## src/rtl/mem_arbiter_pkg.sv

```systemverilog
// Shared types for the memory arbiter: FSM state encoding and default line/beat widths.
package rv32i_types;

    typedef enum logic [1:0] {
        IDLE,
        BURST,
        DONE
    } arb_state_t;

    localparam int DEFAULT_LINE_W = 256;
    localparam int DEFAULT_BEAT_W = 64;

endpackage

```

## src/rtl/mem_arbiter_grant.sv

```systemverilog
// Combinational channel selection for mem_arbiter.
// ARB_ROUND_ROBIN_EN selects round-robin from the last grant; otherwise fixed priority (lowest index).
module arb_grant #(
    parameter int NUM_CH = 2,
    parameter int IDX_W  = 1
) (
    input  logic [NUM_CH-1:0] req,
`ifdef ARB_ROUND_ROBIN_EN
    input  logic [IDX_W-1:0]  ptr,
`endif
    output logic [NUM_CH-1:0] grant,
    output logic [IDX_W-1:0]  grant_idx
);

    int   cand;
    logic found;

`ifdef ARB_ROUND_ROBIN_EN
    // Search starts one past the previous winner and wraps around.
    always_comb begin
        grant     = '0;
        grant_idx = '0;
        cand      = 0;
        found     = 1'b0;
        for (int i = 0; i < NUM_CH; i++) begin
            cand = (int'(ptr) + 1 + i) % NUM_CH;
            if (!found && req[cand]) begin
                found       = 1'b1;
                grant[cand] = 1'b1;
                grant_idx   = IDX_W'(cand);
            end
        end
    end
`else
    always_comb begin
        grant     = '0;
        grant_idx = '0;
        cand      = 0;
        found     = 1'b0;
        for (int i = 0; i < NUM_CH; i++) begin
            cand = i;
            if (!found && req[cand]) begin
                found       = 1'b1;
                grant[cand] = 1'b1;
                grant_idx   = IDX_W'(cand);
            end
        end
    end
`endif

endmodule

```

## src/rtl/mem_arbiter.sv

```systemverilog
// Arbitrates NUM_CH cache clients onto one burst-based physical memory port.
// Define ARB_ROUND_ROBIN_EN for round-robin arbitration; default is fixed priority.
module mem_arbiter
    import rv32i_types::*;
#(
    parameter int NUM_CH = 2,
    parameter int LINE_W = DEFAULT_LINE_W,
    parameter int BEAT_W = DEFAULT_BEAT_W
) (
    input  logic                     clk,
    input  logic                     rst,
    input  logic [NUM_CH-1:0]        ch_read,
    input  logic [NUM_CH-1:0]        ch_write,
    input  logic [NUM_CH*32-1:0]     ch_addr,
    input  logic [NUM_CH*LINE_W-1:0] ch_wdata,
    output logic [LINE_W-1:0]        ch_rdata,
    output logic [NUM_CH-1:0]        ch_resp,
    output logic                     pmem_read,
    output logic                     pmem_write,
    output logic [31:0]              pmem_address,
    output logic [BEAT_W-1:0]        pmem_wdata,
    input  logic [BEAT_W-1:0]        pmem_rdata,
    input  logic                     pmem_resp
);

    localparam int BEATS = LINE_W / BEAT_W;
    localparam int CNT_W = (BEATS > 1) ? $clog2(BEATS) : 1;
    localparam int IDX_W = (NUM_CH > 1) ? $clog2(NUM_CH) : 1;
    localparam int OFF_W = $clog2(LINE_W / 8);
    localparam logic [31:0] LINE_MASK = ~((32'd1 << OFF_W) - 32'd1);

    arb_state_t        state, state_next;
    logic [CNT_W-1:0]  beat_cnt;
    logic              is_write;
    logic [NUM_CH-1:0] grant_q;
    logic [31:0]       addr_q;
    logic [LINE_W-1:0] wline_q;
    logic [LINE_W-1:0] buffer;
    logic [NUM_CH-1:0] req;
    logic [NUM_CH-1:0] grant;
    logic [IDX_W-1:0]  grant_idx;
    logic              take;
    logic              last_beat;

    assign req       = ch_read | ch_write;
    assign take      = (state == IDLE) && (|req);
    assign last_beat = pmem_resp && (beat_cnt == CNT_W'(BEATS - 1));

`ifdef ARB_ROUND_ROBIN_EN
    logic [IDX_W-1:0] last_grant;

    always_ff @(posedge clk) begin
        if (rst)
            last_grant <= IDX_W'(NUM_CH - 1);
        else if (take)
            last_grant <= grant_idx;
    end

    arb_grant #(.NUM_CH(NUM_CH), .IDX_W(IDX_W)) u_grant (
        .req       (req),
        .ptr       (last_grant),
        .grant     (grant),
        .grant_idx (grant_idx)
    );
`else
    arb_grant #(.NUM_CH(NUM_CH), .IDX_W(IDX_W)) u_grant (
        .req       (req),
        .grant     (grant),
        .grant_idx (grant_idx)
    );
`endif

    always_ff @(posedge clk) begin
        if (rst)
            state <= IDLE;
        else
            state <= state_next;
    end

    always_comb begin
        state_next = state;
        case (state)
            IDLE:    if (|req) state_next = BURST;
            BURST:   if (last_beat) state_next = DONE;
            DONE:    state_next = IDLE;
            default: state_next = IDLE;
        endcase
    end

    // The granted client's request is snapshotted so later input changes cannot disturb the burst.
    always_ff @(posedge clk) begin
        if (rst) begin
            beat_cnt <= '0;
            is_write <= 1'b0;
            grant_q  <= '0;
            addr_q   <= '0;
            wline_q  <= '0;
            buffer   <= '0;
        end else if (take) begin
            beat_cnt <= '0;
            grant_q  <= grant;
            is_write <= ch_write[grant_idx];
            addr_q   <= ch_addr[grant_idx*32 +: 32] & LINE_MASK;
            wline_q  <= ch_wdata[grant_idx*LINE_W +: LINE_W];
        end else if (state == BURST && pmem_resp) begin
            beat_cnt <= beat_cnt + 1'b1;
            if (!is_write)
                buffer[beat_cnt*BEAT_W +: BEAT_W] <= pmem_rdata;
        end
    end

    assign pmem_read    = (state == BURST) && !is_write;
    assign pmem_write   = (state == BURST) && is_write;
    assign pmem_address = addr_q;
    assign pmem_wdata   = wline_q[beat_cnt*BEAT_W +: BEAT_W];
    assign ch_rdata     = buffer;
    assign ch_resp      = (state == DONE) ? grant_q : '0;

endmodule

```

## config.mk

```make
export PLATFORM = sky130hd
export DESIGN_NAME = mem_arbiter
export DESIGN_NICKNAME = d
export VERILOG_FILES = /design/src/rtl/mem_arbiter_pkg.sv /design/src/rtl/mem_arbiter_grant.sv /design/src/rtl/mem_arbiter.sv
export SDC_FILE = /design/constraint.sdc
export NUM_CORES = 1
export LEC_CHECK = 0
export ABC_AREA = 1
export BUFFER_PORTS_ARGS = -buffer_cell sky130_fd_sc_hd__clkbuf_2
export CORE_AREA = 2 2 385 387
export DETAILED_ROUTE_END_ITERATION = 8
export DIE_AREA = 0 0 387 389
export SLEW_MARGIN = 5
export SYNTH_ARGS = -nofsm -noshare
export SYNTH_HDL_FRONTEND = slang
export SYNTH_HIERARCHICAL = 1
export SYNTH_SLANG_ARGS = --single-unit
```

## constraint.sdc

```tcl
create_clock -name clk -period 6.9 [get_ports clk]
set_input_delay 0.69 -clock clk [delete_from_list [all_inputs] [get_ports clk]]
set_output_delay 0.69 -clock clk [all_outputs]
set_load 0.1 [all_outputs]
```

==> impl_metrics.toml <==
[routing]
viasPerCell = 4.45
remaining_drc_errors = 0
drtIter0Drc = 2668
routed.top_layer = "met5"
vias = 27599
wl_met3_mm = 13.3
drtPass1Iterations = 5
met2_length_mm = 63.6
wirelength_mm = 139
wl_met1_mm = 54.8
ant_nets = 0
wl_per_cell_um = 22.4

[synth]
synthFlopType = "dfxtp_1"
ys_top_cells_by_area = "dfxtp_1 (44%), mux2i_1 (11%), o21ai_0 (10%)"
yosys.area.top_type_share = 0.435
synth_common_cells = "nor2_1 (598), dfxtp_1 (546), o21ai_0 (518)"
yosys_warnings = 6
synth_seq_area_share = 0.435
syn_area_per_cell_um2 = 7.39
ys_seq_elements = 546
synth.most_common_cell = "nor2_1"
synth_largest_area_cell = "dfxtp_1"
ys_types = 28
ys_async_sr_fraction = 0
synth_area_um2 = 25100
syn_inst = 3398
synth_edf_count = 0

[clock_network]
clock_path_buffers = 3
ctsHoldBuffers = 0
cts_made_buffers = 69
root_buffer = "clkbuf_16"
cts.sinks = 546
cts_resized = 0
cts_tree = "yes"
cts_setup_buffers = 0
htreeDepth = 3
clkLatencyLatePin_ns = 0.66
clk_pin_slew_ns = 0.06

[final_layout]
final_cells = 6204
layout-drive-gt1-share = 0.274
nets = 4844
design_area_um2 = 34100
areaGrowthSynthToFinish_pct = 35.7

[setup_path]
cp-start-kind = "flip-flop"
critical_path_class = "reg -> reg"
path_cells = "clkinv_2 > ha_1 > inv_2 > buf_4 > nand2_1 > inv_2 > buf_4 > nand2_1 > nor3_1 > nor2_1 > nor2_1"
ff2ff_path_depth = 11
slowest_delay_ns = 0.70
crit_slowest_cell = "clkinv_2"
required_ns = 7.48
worstPathArrival_ns = 5.74
endpoint_kind = "flip-flop"
crit_path_max_fanout = 65

[sta]
finalHoldViolCount = 0
slew_headroom = 0.211
finalSetupViolCount = 0
fin_tns_setup_ns = 0
period_share = 0.747
maxSlewViolCount = 0
fmax_mhz = 194
tightest_slew_ns = 1.18
grt_setup_unrepaired = "no"
finalCriticalPeriod_ns = 5.16
fin_skew_ns = 0.0236

[status]
status = "completed"

[place]
portBuffers = 987
placed_area_um2 = 31600
post-dp-hpwl_mm = 105
post-place-cells = 6051
gp_congestion = 0.932

[global_routing]
gr-total-overflow = 0
track_usage = 0.176
antenna_found_initial = 78
grt_pass1_vias = 25646
grt_max_degree = 198
grt_first_pass_wirelength_mm = 191

[floorplanning]
ios = 1003
start_util = 0.171
fp.dieArea_um2 = 151000
core_area_um2 = 147000
die_y_um = 389
num_rows = 141
fp.dieW_um = 387

[pwr]
p_per_area_nw_per_um2 = 261
vdd_drop_max_uv = 147
p_leak_nw = 14.5

[min_path]
holdPathStages = 3
hp-class = "in -> reg"

[flow_run]
cap_violations = 0
cells by family (layout without fill, tap and decap cells):
family | count (synthesis) | count (layout) | synth area share
other | 1 | 33 | 0.000149
XOR/XNOR | 1 | 1 | 0.000349
flip-flops | 546 | 546 | 0.435
AND/OR/NAND/NOR | 1515 | 1515 | 0.250
adder cells (fa/ha/maj) | 5 | 5 | 0.00249
multiplexers | 283 | 283 | 0.113
buffers and inverters | 398 | 1242 | 0.0669
AO/OA/AOI/OAI | 649 | 649 | 0.133
power breakdown:
group	internal (W)	switching, W	leakage [nW]
Clock	0.00227	0.00157	1.16
Combinational	0.000385	0.00125	8.82
Sequential	0.00332	0.0000981	4.47
through the flow:
step / power (W) / util / hold slack (ns) / setup WS (ns)
after floorplan: 0.00454 / - / 0.445 / 3.60
after global placement: 0.00511 / 0.216 / 0.458 / 1.75
after detailed placement: 0.00513 / 0.216 / 0.466 / 1.73
after CTS: 0.00901 / 0.232 / 0.216 / 1.71
after global routing: 0.00922 / 0.232 / 0.276 / 1.39
final: 0.00890 / 0.232 / 0.307 / 1.74
cell type report:
cell class	instances	area, um2
flip-flops and latches	546	10900
inverters	92	362
clock inverters	37	490
repair buffers	1025	5320
diodes	28	70.1
well taps	1930	2410
multi-input cells	2458	12600
fillers	16444	113000
clock buffers	88	1900
cell usage in the layout, fill, tap and decap left out, types with 7 or more instances in the layout:
| master | synthesis | routed |
|---|---|---|
| clkbuf_2 | 0 | 986 |
| nor2_1 | 598 | 596 |
| dfxtp_1 | 546 | 544 |
| o21ai_0 | 518 | 518 |
| nand2_1 | 485 | 485 |
| nand3_1 | 354 | 353 |
| mux2i_1 | 283 | 283 |
| inv_1 | 88 | 85 |
| clkbuf_16 | 0 | 69 |
| a21oi_1 | 67 | 67 |
| o22ai_1 | 64 | 64 |
| nor3_1 | 61 | 61 |
| buf_4 | 12 | 32 |
| diode_2 | 0 | 28 |
| clkinv_2 | 0 | 15 |
| clkbuf_8 | 0 | 10 |
| clkbuf_1 | 172 | 9 |
| bufinv_16 | 0 | 8 |
| nor2_4 | 1 | 7 |
| buf_12 | 0 | 7 |
routing by layer:
| layer | vias to the layer above | track usage |
|---|---|---|
| met5 | - | 0 |
| met4 | 42 | 0.0886 |
| met1 | 12992 | 0.208 |
| li1 | 12975 | - |
| met3 | 287 | 0.0582 |
| met2 | 1303 | 0.285 |
worst max-delay path, delay by kind of cell (launching register included):
kind                       cells  cell delay (ns)
adders and majority gates      1             0.54
buffers and inverters          5             2.10
DFF                            1             0.62
and+or+nand+nor                5             1.69
state kept, by name, summed over array words and instances, names as in the netlist:
register	cells
wline_q	256
grant_q	2
ch_rdata	256
is_write	1
pmem_address	27
state	2
beat_cnt	2
worst paths after layout:
kind,startpoint,to,slack (ns)
worst min register to register,ch_rdata[18]$_SDFFE_PP0P_,ch_rdata[18]$_SDFFE_PP0P_,0.47
worst max-delay path,beat_cnt[1]$_SDFFE_PP0P_,ch_rdata[172]$_SDFFE_PP0P_,1.74
worst min-delay path,ch_addr[29],pmem_address[29]$_SDFFE_PP0P_,0.31
worst max register to register,beat_cnt[1]$_SDFFE_PP0P_,ch_rdata[172]$_SDFFE_PP0P_,1.74
Note: power is estimated with default switching activity, not from simulation.
